**src/rtl/clint_mmio_ctrl.sv**
```systemverilog
// Core-local interruptor: 64-bit mtime with prescaler, per-hart mtimecmp/msip,
// a 32-bit valid/ready MMIO slave and registered mip_mtip/mip_msip outputs.
module clint_mmio_ctrl #(
  parameter int unsigned NHARTS   = 1,
  parameter int unsigned TICK_DIV = 1
) (
  input  logic              clock,
  input  logic              reset,
  input  logic              req_valid,
  output logic              req_ready,
  input  logic [15:0]       req_addr,
  input  logic              req_we,
  input  logic [31:0]       req_wdata,
  input  logic [3:0]        req_wstrb,
  output logic              resp_valid,
  input  logic              resp_ready,
  output logic [31:0]       resp_rdata,
  output logic              resp_err,
  input  logic              time_inhibit,
  output logic [63:0]       mtime_o,
  output logic [NHARTS-1:0] mip_mtip,
  output logic [NHARTS-1:0] mip_msip
);

  localparam int unsigned   PW          = (TICK_DIV > 1) ? $clog2(TICK_DIV) : 1;
  localparam logic [PW-1:0] PRESC_MAX   = PW'(TICK_DIV - 1);
  localparam logic [12:0]   MTIME_DWORD = 13'h17FF;
  localparam logic [12:0]   CMP_DWORD   = 13'h0800;

  typedef enum logic {
    IDLE = 1'b0,
    RESP = 1'b1
  } state_t;

  state_t            r_state;
  state_t            w_state_nxt;
  logic              r_req_ready;
  logic              r_resp_valid;
  logic [31:0]       r_rdata;
  logic              r_err;
  logic [63:0]       r_mtime;
  logic [PW-1:0]     r_presc;
  logic [63:0]       r_mtimecmp [NHARTS];
  logic [NHARTS-1:0] r_msip;
  logic [NHARTS-1:0] r_mtip;
  logic [NHARTS-1:0] r_msip_q;

  logic              w_accept;
  logic              w_wr;
  logic              w_hi;
  logic              w_mtime_sel;
  logic [NHARTS-1:0] w_msip_sel;
  logic [NHARTS-1:0] w_cmp_sel;
  logic              w_hit;
  logic [31:0]       w_rdata;
  logic              w_unused;

  // Byte-lane merge of write data into an existing 32-bit word.
  function automatic logic [31:0] merge_bytes(input logic [31:0] old_val,
                                              input logic [31:0] wdata,
                                              input logic [3:0]  wstrb);
    logic [31:0] res;
    res = old_val;
    for (int b = 0; b < 4; b++) begin
      if (wstrb[b]) res[8*b +: 8] = wdata[8*b +: 8];
    end
    return res;
  endfunction

  assign w_accept    = (r_state == IDLE) && req_valid;
  assign w_wr        = w_accept && req_we;
  assign w_hi        = req_addr[2];
  assign w_mtime_sel = (req_addr[15:3] == MTIME_DWORD);
  assign w_unused    = ^req_addr[1:0];

  // Address decode and read mux; anything not selected is an error.
  always_comb begin
    w_msip_sel = '0;
    w_cmp_sel  = '0;
    w_hit      = w_mtime_sel;
    w_rdata    = '0;
    if (w_mtime_sel) w_rdata = w_hi ? r_mtime[63:32] : r_mtime[31:0];
    for (int unsigned h = 0; h < NHARTS; h++) begin
      w_msip_sel[h] = (req_addr[15:2] == 14'(h));
      w_cmp_sel[h]  = (req_addr[15:3] == (CMP_DWORD + 13'(h)));
      if (w_msip_sel[h]) begin
        w_hit   = 1'b1;
        w_rdata = {31'd0, r_msip[h]};
      end
      if (w_cmp_sel[h]) begin
        w_hit   = 1'b1;
        w_rdata = w_hi ? r_mtimecmp[h][63:32] : r_mtimecmp[h][31:0];
      end
    end
  end

  always_comb begin
    w_state_nxt = r_state;
    case (r_state)
      IDLE:    if (req_valid)  w_state_nxt = RESP;
      RESP:    if (resp_ready) w_state_nxt = IDLE;
      default: w_state_nxt = IDLE;
    endcase
  end

  // Handshake state and the response captured at accept time.
  always_ff @(posedge clock or negedge reset) begin
    if (!reset) begin
      r_state      <= IDLE;
      r_req_ready  <= 1'b1;
      r_resp_valid <= 1'b0;
      r_rdata      <= '0;
      r_err        <= 1'b0;
    end else begin
      r_state      <= w_state_nxt;
      r_req_ready  <= (w_state_nxt == IDLE);
      r_resp_valid <= (w_state_nxt == RESP);
      if (w_accept) begin
        r_rdata <= (req_we || !w_hit) ? 32'd0 : w_rdata;
        r_err   <= !w_hit;
      end
    end
  end

  // A bus write to either mtime half beats the tick and restarts the prescaler.
  always_ff @(posedge clock or negedge reset) begin
    if (!reset) begin
      r_mtime <= '0;
      r_presc <= '0;
    end else if (w_wr && w_mtime_sel) begin
      r_presc <= '0;
      if (w_hi) r_mtime[63:32] <= merge_bytes(r_mtime[63:32], req_wdata, req_wstrb);
      else      r_mtime[31:0]  <= merge_bytes(r_mtime[31:0], req_wdata, req_wstrb);
    end else if (!time_inhibit) begin
      if (r_presc == PRESC_MAX) begin
        r_presc <= '0;
        r_mtime <= r_mtime + 64'd1;
      end else begin
        r_presc <= r_presc + PW'(1);
      end
    end
  end

  always_ff @(posedge clock or negedge reset) begin
    if (!reset) begin
      r_msip <= '0;
      for (int unsigned h = 0; h < NHARTS; h++) r_mtimecmp[h] <= '1;
    end else if (w_wr) begin
      for (int unsigned h = 0; h < NHARTS; h++) begin
        if (w_msip_sel[h] && req_wstrb[0]) r_msip[h] <= req_wdata[0];
        if (w_cmp_sel[h]) begin
          if (w_hi) r_mtimecmp[h][63:32] <= merge_bytes(r_mtimecmp[h][63:32], req_wdata, req_wstrb);
          else      r_mtimecmp[h][31:0]  <= merge_bytes(r_mtimecmp[h][31:0], req_wdata, req_wstrb);
        end
      end
    end
  end

  // Interrupt-pending outputs lag the architectural state by one cycle.
  always_ff @(posedge clock or negedge reset) begin
    if (!reset) begin
      r_mtip   <= '0;
      r_msip_q <= '0;
    end else begin
      for (int unsigned h = 0; h < NHARTS; h++) r_mtip[h] <= (r_mtime >= r_mtimecmp[h]);
      r_msip_q <= r_msip;
    end
  end

  assign req_ready  = r_req_ready;
  assign resp_valid = r_resp_valid;
  assign resp_rdata = r_rdata;
  assign resp_err   = r_err;
  assign mtime_o    = r_mtime;
  assign mip_mtip   = r_mtip;
  assign mip_msip   = r_msip_q;

endmodule

```
**config.mk**
```make
export PLATFORM = sky130hd
export DESIGN_NAME = clint_mmio_ctrl
export DESIGN_NICKNAME = d
export VERILOG_FILES = /design/src/rtl/clint_mmio_ctrl.sv
export SDC_FILE = /design/constraint.sdc
export NUM_CORES = 1
export LEC_CHECK = 0
export ABC_CLOCK_PERIOD_IN_PS = 2900
export BUFFER_PORTS_ARGS = -buffer_cell sky130_fd_sc_hd__buf_2
export CAP_MARGIN = 20
export CORE_MARGIN = 4
export CORE_UTILIZATION = 57
export CTS_BUF_LIST = sky130_fd_sc_hd__clkbuf_4 sky130_fd_sc_hd__clkbuf_8
export CTS_CLUSTER_SIZE = 10
export DETAILED_ROUTE_END_ITERATION = 10
export PLACE_DENSITY_LB_ADDON = 0.12
export SYNTH_ARGS = -nofsm -noshare
export SYNTH_HDL_FRONTEND = slang
export SYNTH_SLANG_ARGS = --single-unit
```
**constraint.sdc**
```tcl
create_clock -name clock -period 2.9 [get_ports clock]
set_clock_uncertainty 0.1 [all_clocks]
set_input_delay 0 -clock clock [delete_from_list [all_inputs] [get_ports clock]]
set_output_delay 0 -clock clock [all_outputs]
set_load 0.1 [all_outputs]
```
==> results.yml <==
detailed_routing:
  viasPerCell: 6.316
  vias: 10450
  drcViolationCount: 0
  first_iter_violations: 1217
  dr.pass1.iters: 6
  wl_per_cell_microns: 20.62
  routed_wl_mm: 34.10
  ant_nets: 0
floorplanning:
  dieWidth_microns: 144.5
  start_util_pct: 58.48
  die_y_microns: 144.5
  dieArea_sq_um: 20870
  rows: 49
  pin_count: 159
  core-area_sq_um: 18150
run:
  cap_violations: 0
yosys:
  ys_seq_area_share_pct: 39.91
  synthTopCellsByCount: "151 x nand2_1, 101 x dfrtp_1, 86 x o21ai_0"
  synthCells: 1194
  synth.distinct_cells: 70
  synth_seq_cells: 166
  synth_top_cell_area_share_pct: 23.82
  yosys-top-cells-area: "dfrtp_1 24%, dfstp_2 16%, ha_1 7.7%, mux2i_1 6.2%, nand2_1 5.3%"
  synthFlopType: "dfrtp_1"
  async_flop_share_pct: 100.0
  synth_top_area_cell: "dfrtp_1"
  synth_edf_count: 0
  syn_nets: 1317
  post_synth.cell_area_avg_sq_um: 8.888
  synth_area_sq_um: 10610
  yosysMostFrequentCell: "nand2_1"
  ys_warn_count: 0
placement:
  place_hpwl_mm: 25.11
  place.gp.congestion: 0.9674
  portBuffers: 156
cts:
  cts_setup_buffers: 0
  clock_latency_ps: 470
  cts_tree: "done"
  h-tree-depth: 4
  clk_pin_slew_worst_paths_ps: 100
  root_buffer: "clkbuf_8"
  cts_sinks: 166
  clock_path_buffers: 2
  numCtsBuffers: 17
setup_path:
  worst_ep_required_time_ps: 3190
  rr_worst_depth: 7
  endpoint_kind: "flip-flop"
  arrival_ps: 3040
  startpoint_type: "flip-flop"
  critPathKind: "flip-flop to flip-flop"
  worstPathMaxFanout: 11
sta:
  drv_slew: 0
  slew_headroom_pct: 46.86
  tightest_slew_ps: 797.2
  hold_violations: 0
  rsz0062_at_grt: "no"
  fin_crit_sh_pct: 94.90
  finalSetupTns_ps: 0
  fmax_mhz: 363.4
  setup_viol: 0
  min_period_ps: 2752
finish:
  drive_above_1_share_pct: 26.88
  syn_to_final_growth_pct: 20.68
  fin_util_pct: 70.57
  nFillCells: 1494
  num_antenna_cells: 0
  nets: 1535
grt:
  grt_max_degree: 82
  grt_pass1_wl_mm: 54.28
  overflow: 0
  antenna_found_initial: 0
  grt_pass1_vias: 10150
  grt_usage_pct: 33.19
power_and_ir_drop:
  leakage_nw: 6.281
  ir_drop_mv: 0.3486
  p_per_area_nw_per_um2: 452.1
  finalPower_w: 0.005790
status:
  status: "finished clean"
min_path:
  hold_class: "primary input to asynchronous set/reset pin"
-- state kept, by name, indices dropped and copies added (netlist names) --
signal	count
mip_mtip	1
resp_err	1
resp_rdata	32
resp_valid	1
mip_msip	1
req_ready	1
r_mtimecmp	64
r_msip	1
mtime_o	64
-- metrics by stage --
step / hold WS, ps / setup slack, ps / instance area (sq um) / cells
finish: 22.57 / 148.0 / 12810 / 1654
global route: 30.26 / 24.34 / 12810 / 1654
CTS: 0.2587 / 143.4 / 12810 / 1654
detailed placement: -1.501 / 163.5 / 11980 / 1580
global placement: 4.055 / 228.0 / 11980 / 1580
floorplan: -395.6 / -17.69 / 10660 / 1194
-- final cells by class --
class                      instances  area [sq um]  area share (%)
clock buffer                      19         255.2           1.993
clock inverter                    13         146.4           1.143
inverter                          77         289.0           2.257
multi-input combinational        886          5809           45.36
sequential                       166          4278           33.40
tap                              229         286.5           2.237
timing repair buffer             264          1743           13.61
-- what timing repair did --
action,CTS,global route
hold buffers,42,0
endpoints found under the setup margin,0,1
endpoints found under the hold margin,211,0
gates resized for setup,0,1
-- power breakdown --
part	switching (W)	internal (W)	total (W)
clock network	0.000946	0.000809	0.00176
logic	0.00110	0.000361	0.00147
registers	0.000148	0.00242	0.00257
-- worst paths after layout --
kind | start | endpoint | slack (ps)
max | mtime_o[1] | mtime_o[50] | 150
min | reset | resp_rdata[4] | 20
max reg2reg | mtime_o[1] | mtime_o[50] | 150
min reg2reg | r_msip | mip_msip | 330
max in group asynchronous | reset | r_mtimecmp[0] | 1780
min in group clock | req_addr[15] | r_msip | 30
-- placed cells by master, fill, tap and decap left out, types with 58 or more instances in the layout --
cell and count:
dfrtp_1 71, mux2i_1 66, dfstp_2 65, nor2_1 58, a21oi_1 81, nand2_1 150
buf_2 154, buf_4 64, o21ai_0 86, ha_1 65, inv_1 77
-- worst max-delay path, cell delays in order, from the launching register on --
cell and delay [ps]:
dfrtp_4 450, ha_1 200, and3_2 270, nand4_4 120, or4_4 640, or4_1 530, a21oi_1 180, a2bb2oi_1 170
-- logic make-up (layout without fill, tap and decap cells) --
group           count (synthesis)  after routing  share of synthesized area, %
compound gates                354            354                         21.37
fa+ha+maj                      65             65                         7.663
buf+inv                       142            373                         5.506
flops                         166            166                         39.91
mux                            77             77                         7.392
simple gates                  390            390                         18.16
-- metal layers --
layer,track usage [%],part of all wire (%),vias up
met5,0,0,-
met4,11.39,3.1,0
met3,6.878,8.3,73
met2,53.23,47,498
met1,45.00,42,4998
li1,-,-,4878
Power figures use the tool's default switching activity.
